===== src/rtl/gb_lcd_tx.sv =====
// rtl/gb_lcd_tx.sv - Game Boy style LCD transmitter: frame-memory reads to dot-clocked pixel stream
// H_ACTIVE/V_ACTIVE default to the 160x144 panel; they exist only so short rasters can be exercised.
module gb_lcd_tx #(
  parameter int CLK_DIV  = 4,
  parameter int H_TOTAL  = 228,
  parameter int V_TOTAL  = 154,
  parameter int H_ACTIVE = 160,
  parameter int V_ACTIVE = 144
) (
  input  logic        pclk,
  input  logic        rst,
  input  logic        en,
  output logic        fb_rd,
  output logic [14:0] fb_addr,
  input  logic [1:0]  fb_data,
  output logic        gb_pclk,
  output logic        gb_de,
  output logic        gb_hsync,
  output logic        gb_vsync,
  output logic [1:0]  gb_pixel,
  output logic [7:0]  ly,
  output logic        frame_done
);

  localparam int DW = $clog2(CLK_DIV);
  localparam int XW = $clog2(H_TOTAL);
  localparam int YW = $clog2(V_TOTAL);

  localparam logic [DW-1:0] DIV_LAST = DW'(CLK_DIV - 1);
  localparam logic [DW-1:0] DIV_HALF = DW'(CLK_DIV / 2);
  localparam logic [DW-1:0] DIV_ONE  = DW'(1);
  localparam logic [XW-1:0] X_LAST   = XW'(H_TOTAL - 1);
  localparam logic [XW-1:0] X_ACT    = XW'(H_ACTIVE);
  localparam logic [YW-1:0] Y_LAST   = YW'(V_TOTAL - 1);
  localparam logic [YW-1:0] Y_ACT    = YW'(V_ACTIVE);

  localparam logic [0:0] S_IDLE = 1'b0;
  localparam logic [0:0] S_RUN  = 1'b1;

  logic [0:0]    state, state_n;
  logic [DW-1:0] div, div_n;
  logic [XW-1:0] x, x_n;
  logic [YW-1:0] y, y_n;
  logic          frame_end;
  logic          active, active_n;
  logic [14:0]   addr_n;

  always_comb begin
    state_n   = state;
    div_n     = div;
    x_n       = x;
    y_n       = y;
    frame_end = (state == S_RUN) && (div == DIV_LAST) && (x == X_LAST) && (y == Y_LAST);
    if (state == S_IDLE) begin
      if (en) begin
        state_n = S_RUN;
        div_n   = '0;
        x_n     = '0;
        y_n     = '0;
      end
    end else begin
      if (div == DIV_LAST) begin
        div_n = '0;
        if (x == X_LAST) begin
          x_n = '0;
          y_n = (y == Y_LAST) ? '0 : y + 1'b1;
        end else begin
          x_n = x + 1'b1;
        end
      end else begin
        div_n = div + 1'b1;
      end
      // en only matters here; mid-frame changes are deliberately ignored
      if (frame_end && !en) state_n = S_IDLE;
    end
  end

  assign active   = (x < X_ACT) && (y < Y_ACT);
  assign active_n = (x_n < X_ACT) && (y_n < Y_ACT);
  assign addr_n   = 15'(y_n) * 15'(H_ACTIVE) + 15'(x_n);

  // Strobes come from next-state values so they line up with the counter cycle they describe;
  // line qualifiers lag one pclk and the pixel two, matching the one-cycle memory latency.
  always_ff @(posedge pclk) begin
    if (rst) begin
      state      <= S_IDLE;
      div        <= '0;
      x          <= '0;
      y          <= '0;
      fb_rd      <= 1'b0;
      fb_addr    <= '0;
      gb_pclk    <= 1'b0;
      gb_de      <= 1'b0;
      gb_hsync   <= 1'b0;
      gb_vsync   <= 1'b0;
      gb_pixel   <= 2'b00;
      ly         <= 8'd0;
      frame_done <= 1'b0;
    end else begin
      state      <= state_n;
      div        <= div_n;
      x          <= x_n;
      y          <= y_n;
      gb_pclk    <= (state_n == S_RUN) && (div_n >= DIV_HALF);
      fb_rd      <= (state_n == S_RUN) && (div_n == '0) && active_n;
      frame_done <= (state_n == S_RUN) && (div_n == DIV_LAST) && (x_n == X_LAST) && (y_n == Y_LAST);
      if (state_n == S_IDLE) begin
        fb_addr  <= '0;
        gb_de    <= 1'b0;
        gb_hsync <= 1'b0;
        gb_vsync <= 1'b0;
        gb_pixel <= 2'b00;
        ly       <= 8'd0;
      end else begin
        if ((div_n == '0) && active_n) fb_addr <= addr_n;
        if ((state == S_RUN) && (div == '0)) begin
          gb_de    <= active;
          gb_hsync <= (x == X_LAST);
          gb_vsync <= (y == Y_ACT);
          ly       <= 8'(y);
        end
        if ((state == S_RUN) && (div == DIV_ONE)) gb_pixel <= active ? fb_data : 2'b00;
      end
    end
  end

endmodule


===== config.mk =====
export PLATFORM = sky130hd
export DESIGN_NAME = gb_lcd_tx
export DESIGN_NICKNAME = d
export VERILOG_FILES = /design/src/rtl/gb_lcd_tx.sv
export SDC_FILE = /design/constraint.sdc
export NUM_CORES = 1
export LEC_CHECK = 0
export ABC_CLOCK_PERIOD_IN_PS = 4700
export CORE_MARGIN = 3
export CORE_UTILIZATION = 51
export CTS_CLUSTER_SIZE = 30
export DETAILED_ROUTE_END_ITERATION = 16
export PLACE_DENSITY = 0.77
export SYNTH_ARGS = -nofsm -noshare
export SYNTH_HDL_FRONTEND = slang
export SYNTH_SLANG_ARGS = --single-unit
export TNS_END_PERCENT = 20

===== constraint.sdc =====
create_clock -name pclk -period 4.7 [get_ports pclk]
set_input_delay 0.705 -clock pclk [delete_from_list [all_inputs] [get_ports pclk]]
set_output_delay 0.705 -clock pclk [all_outputs]
set_load 0.01 [all_outputs]

# Yosys cells after proc, flatten, opt, wreduce, memory -nomap -nowiden
# Index checks and enable logic that the tools add are counted.
word_totals:
  out_inout_bits: 31
  reg_bits: 50
  elab_cells: 67
op_classes:
  n_reduce_logical: 19
  n_eq_ne: 8
  addsub: 4
  n_mul: 1
  mux: 16
  n_lt_le_gt_ge: 5
  n_bitwise: 1
op_table:
  columns: ["cell", "n"]
  rows:
  - ["8-bit 2-to-1 mux", 9]
  - ["8-bit equality test (second input constant)", 5]
  - ["8-bit < comparator (second input constant)", 4]
  - ["8-bit by 1-bit adder with 8-bit output (second input constant)", 2]
  - ["15-bit by 8-bit adder with 15-bit output", 1]
  - ["1-bit logical AND", 15]
  - ["8-bit by 3-bit multiplier with 10-bit output (second input constant)", 1]
  - ["2-bit 2-to-1 mux", 4]
  - ["2-bit equality test (second input constant)", 2]
  - ["2-bit zero test", 2]
  - ["1-bit 2-to-1 mux", 3]
  - ["2-bit by 1-bit adder with 2-bit output (second input constant)", 1]
  - ["2-bit by 1-bit equality test with 1-bit output (second input constant)", 1]
  - ["2-bit greater-or-equal comparator (second input constant)", 1]
  - ["2-bit OR reduction", 1]
  - ["1-bit zero test", 1]
  - ["1-bit NOT", 1]

# Logic depth before layout (Yosys ltp)
depth:
  ltp_word: 10
  depth_mapped: 19
  ltp_nobuf: 17

# Least setup slack after synthesis
# Ideal clock, no wire load.
synth_path:
  path_kind: "register to register"
  start: "register div[0]"
  end: "register fb_addr[14]"
  stages_incl_launch_ff: 19
  arrival_time_ps: 4356
  setup_ps: 75
  path_buffers: 2
  path_slack_ps: 269
  period_less_slack_ps: 4431
  required_ps: 4625
  cell_sequence: "dfxtp_1 > ha_1 > buf_2 > and4_1 > and2_1 > buf_2 > a21oi_2 > a21oi_1 > o21ai_0 > ha_1 > ha_1 > fa_1 > xor2_1 > inv_1 > nor4_2 > nand2_2 > mux2_4 > or4_1 > a31oi_1"
synth_between:
  word_cells_on_any_way: 24
  cone_classes: "add/sub (2); mul (1); order compare (2); eq/ne (1); mux (9); bitwise (1); reduce/logical (8)"
synth_rtl:
  columns: ["element", "line", "text"]
  rows:
  - ["start: declaration", "41", "logic [DW-1:0] div, div_n;"]
  - ["start signal: assignment", "101", "div <= div_n;"]
  - ["2-bit equality test (*)", "62", "if (div == DIV_LAST) begin"]
  - ["8-bit 2-to-1 mux (*)", "62", null]
  - ["8-bit 2-to-1 mux (*)", "54", "if (state == S_IDLE) begin"]
  - ["net y_n[3]", "43", "logic [YW-1:0] y, y_n;"]
  - ["parallel branches: the longest is 3 deep, another holds 15-bit by 8-bit adder with 15-bit output", null, null]
  - ["end signal: assignment", "115", "if ((div_n == '0) && active_n) fb_addr <= addr_n;"]
  - ["end: declaration", "14", "output logic [14:0] fb_addr,"]
# Mark *: on every way through the listed nets, which the timed path passes.
# A chain may end at the register's enable or synchronous reset.

# Worst setup path in the final report
layout_path:
  start: "register x[4]"
  end: "register fb_addr[14]"
layout_between:
  word_cells_on_any_way: 22
  cone_classes: "add/sub (2); mul (1); order compare (2); eq/ne (1); mux (9); bitwise (1); reduce/logical (6)"
layout_rtl:
  columns: ["element", "line", "text"]
  rows:
  - ["start: declaration", "42", "logic [XW-1:0] x, x_n;"]
  - ["start signal: assignment", "102", "x <= x_n;"]
  - ["8-bit equality test (*)", "64", "if (x == X_LAST) begin"]
  - ["8-bit 2-to-1 mux (*)", "64", null]
  - ["8-bit 2-to-1 mux (*)", "62", null]
  - ["8-bit 2-to-1 mux (*)", "54", null]
  - ["net y_n[1]", "43", null]
  - ["parallel branches: the longest is 3 deep, another holds 15-bit by 8-bit adder with 15-bit output", null, null]
# Marked as above.

==> summary.md <==
| Metric | Value |
|---|---|
| CP arrival | between 4 and 5 ns |
| Critical R2R Launch | x[4] |
| Min Tclk post-route | 4.45 ns |
| Most used DFF post-synth | dfxtp_1 |
| Slew HR | 0.529 |
| Layout net count | 425 |
| Core area | approximately 0.0056 mm^2 |
| Worst Hold Depth | 2 |
| Yosys cell types | just over 60 |
| Startpoint type of the worst setup path | register |
| Fin area | 0.00364 mm^2 |
| Crit share post-route | 0.946 |
| TritonRoute pass-1 iters | 4 |
| Gr usage total | 0.231 |
| Initial antenna violation count | 0 |
| Worst-Margin Slew | between 0.6 and 0.7 ns |
| Drt total wl | 7290 um |
| Async set-reset flop share out of synthesis | 0 |
| Max Slew Vio Count | 0 |
| CTS clk-pin slew, worst paths | approximately 0.090 ns |
| VDD IR max | approximately 0.18 mV |
| Top cells by area, synth | dfxtp_1, ha_1, a21oi_1 |
| Mean number of vias per cell | approximately 6 |
| Grt ovf | 0 |
| Mapped Area | between 0.002 and 0.003 mm^2 |
| GPL Wtd Cong | around 0.85 |
| Vias | around 2,800 |
| Die height | between 80 and 90 um |
| Post-DP HPWL | 5450 um |
| Setup Skew | between 0.006 and 0.007 ns |
| Share of layout cells above drive strength 1 | 0.161 |
| Outcome | complete, no violations |
| I/O pins | 36 |
| First-pass GRT wire length | approximately 12,000 um |
| Mean post-synth cell area | 8.55 um^2 |
| Clk sinks | 50 |
| H-tree Lvls | 2 |
| Hold Path Class | register to register |
| CTS Root Cell | clkbuf_8 |
| Post-synth net total | 379 |
| Min-delay src | gb_pixel[1] |
| WHS Endpoint | gb_pixel[1] |
| Wirelength per Cell | 15.6 um |
| FMAX | around 220 MHz |
| Port Buffer Count | 35 |
| TritonCTS clock tree | yes |
| DRC viols | 0 |
| Clock Latency Late Sink | a little over 0.3 ns |
| P per Cell Area | about 230 mW/mm^2 |
| Kind of critical path | register to register |
| TritonCTS Buffers | 5 |
| Post-synth EDFFs | 0 |
| RSZ-0062 raised after global routing | false |
| Largest net degree at the start of global routing | 20 |
| CTS Buffer Depth | 2 |
| Post-DRT Antenna Nets | 0 |
| Layout area overhead | 21.8% |
| CP Capture Type | register |
| Setup-failing EPs final | 0 |
| Reg2reg path depth | 15 |
| DRT iter0 DRCs | approximately 250 |
| Die W | around 83 um |
| Die Area | approximately 0.0068 mm^2 |
| Critical path data required time | 4.94 ns |
| Vias in the first global route | around 2,600 |
| Ant diodes | 0 |
| Commonest cells in the netlist | dfxtp_1, nand2_1, a21oi_1 |
| P_leak | between 1 and 1.5 nW |
| Top cell type's share of synthesized area | 0.335 |
| Register area share after synthesis | 0.335 |
| Yosys warnings | 0 |
| Setup TNS Final | 0 ns |
| Cell area after placement | around 0.0035 mm^2 |
| Initial Util | 0.533 |
| Maxcap violations | 0 |
| FF+latch count, synth | 50 |
| Reg-to-reg endpoint | fb_addr[14] |
| Yosys top cell by area | dfxtp_1 |
| Top-count cell post-synth | dfxtp_1 |
| Max FO, Critical Path | 6 |
| Row count | 27 |
| Hold Fails Final Rpt | 0 |
| Reg2reg setup slack | about 0.25 ns |
| Cells after synthesis | 350 |
==> per-stage QoR <==
step,setup WS (ns),hold WS (ns),util,power (W),instances
after global placement,0.281,0.441,0.622,0.000535,458
final,0.252,0.454,0.650,0.000837,469
after floorplan,0.269,0.475,-,0.000503,350
after detailed placement,0.183,0.442,0.622,0.000537,458
after CTS,0.182,0.456,0.642,0.000845,466
after global routing,0.00140,0.472,0.650,0.000874,469
==> worst max-delay path by stage <==
| stage | from | end | slack (ns) | cells after the start |
|---|---|---|---|---|
| after floorplan | div[0] | fb_addr[14] | 0.27 | 18 |
| after global placement | en | fb_addr[14] | 0.28 | 15 |
| after detailed placement | en | fb_addr[14] | 0.18 | 14 |
| after CTS | div[0] | fb_addr[14] | 0.18 | 16 |
| after global routing | x[4] | fb_addr[14] | 0.001 | 16 |
| final | x[4] | fb_addr[14] | 0.25 | 15 |
==> repair_timing <==
item	4_1_cts	5_1_grt
resized for setup	0	10
setup buffers	0	3
hold endpoints to repair	0	0
hold buffers	0	0
setup endpoints to repair	0	1
==> critical path, stage by stage, from the launching register on <==
cell and delay, ns:
dfxtp_1 0.41, nor4b_4 0.40, buf_4 0.18, a21o_1 0.19, o21ai_0 0.14, a32o_1 0.24, ha_1 0.28, ha_1 0.24
fa_2 0.59, and3_1 0.16, a32oi_1 0.09, nor4_2 0.36, nand2_2 0.11, mux2_4 0.31, or4_1 0.50, a31oi_1 0.18
==> layout make-up <==
cell class              count  area [um^2]
well taps                  72         90.1
fillers                   505         1960
clock inverters             3         45.0
flip-flops and latches     50         1000
repair buffers             55          500
clock buffers               5         68.8
inverters                  16         60.1
multi-input cells         268         1870
==> sequential cells by signal (all words and copies together) (netlist names) <==
name	count
gb_vsync	1
ly	8
x	8
state	1
gb_de	1
gb_hsync	1
gb_pixel	2
frame_done	1
gb_pclk	1
div	2
fb_rd	1
fb_addr	15
y	8
==> cells in the final DEF (no fill, tap or decap), types with 9 or more instances in the layout <==
cell / Yosys / routed
nor2b_1: 9 / 9
nor3_1: 12 / 12
a21oi_1: 36 / 36
inv_1: 11 / 11
buf_4: 0 / 20
nand3_1: 11 / 11
nor2_1: 26 / 26
ha_1: 22 / 22
nand2_1: 40 / 40
dfxtp_1: 50 / 47
clkdlybuf4s50_1: 0 / 35
==> power breakdown <==
part | total [W] | leakage (nW) | switching [W] | internal (W)
combinational | 0.0000909 | 0.931 | 0.0000550 | 0.0000359
sequential | 0.000437 | 0.406 | 0.00000507 | 0.000432
clock | 0.000309 | 0.0504 | 0.000151 | 0.000158
total | 0.000837 | 1.39 | 0.000211 | 0.000627
==> per-layer routing <==
layer	vias up	part of all wire	global-route usage
met4	0	0.027	0.109
li1	1361	-	-
met1	1270	0.45	0.295
met3	19	0.058	0.0390
met2	104	0.47	0.377
met5	-	0	0
==> logic make-up after synthesis <==
logic type                 share of synthesized area
buffers and inverters                         0.0452
DFF                                            0.335
xor gates and xnor gates                      0.0322
adders and majority gates                      0.105
muxes                                         0.0167
AOI/OAI and AO/OA                              0.226
and+or+nand+nor                                0.240
Note: power is estimated with default switching activity, not from simulation.
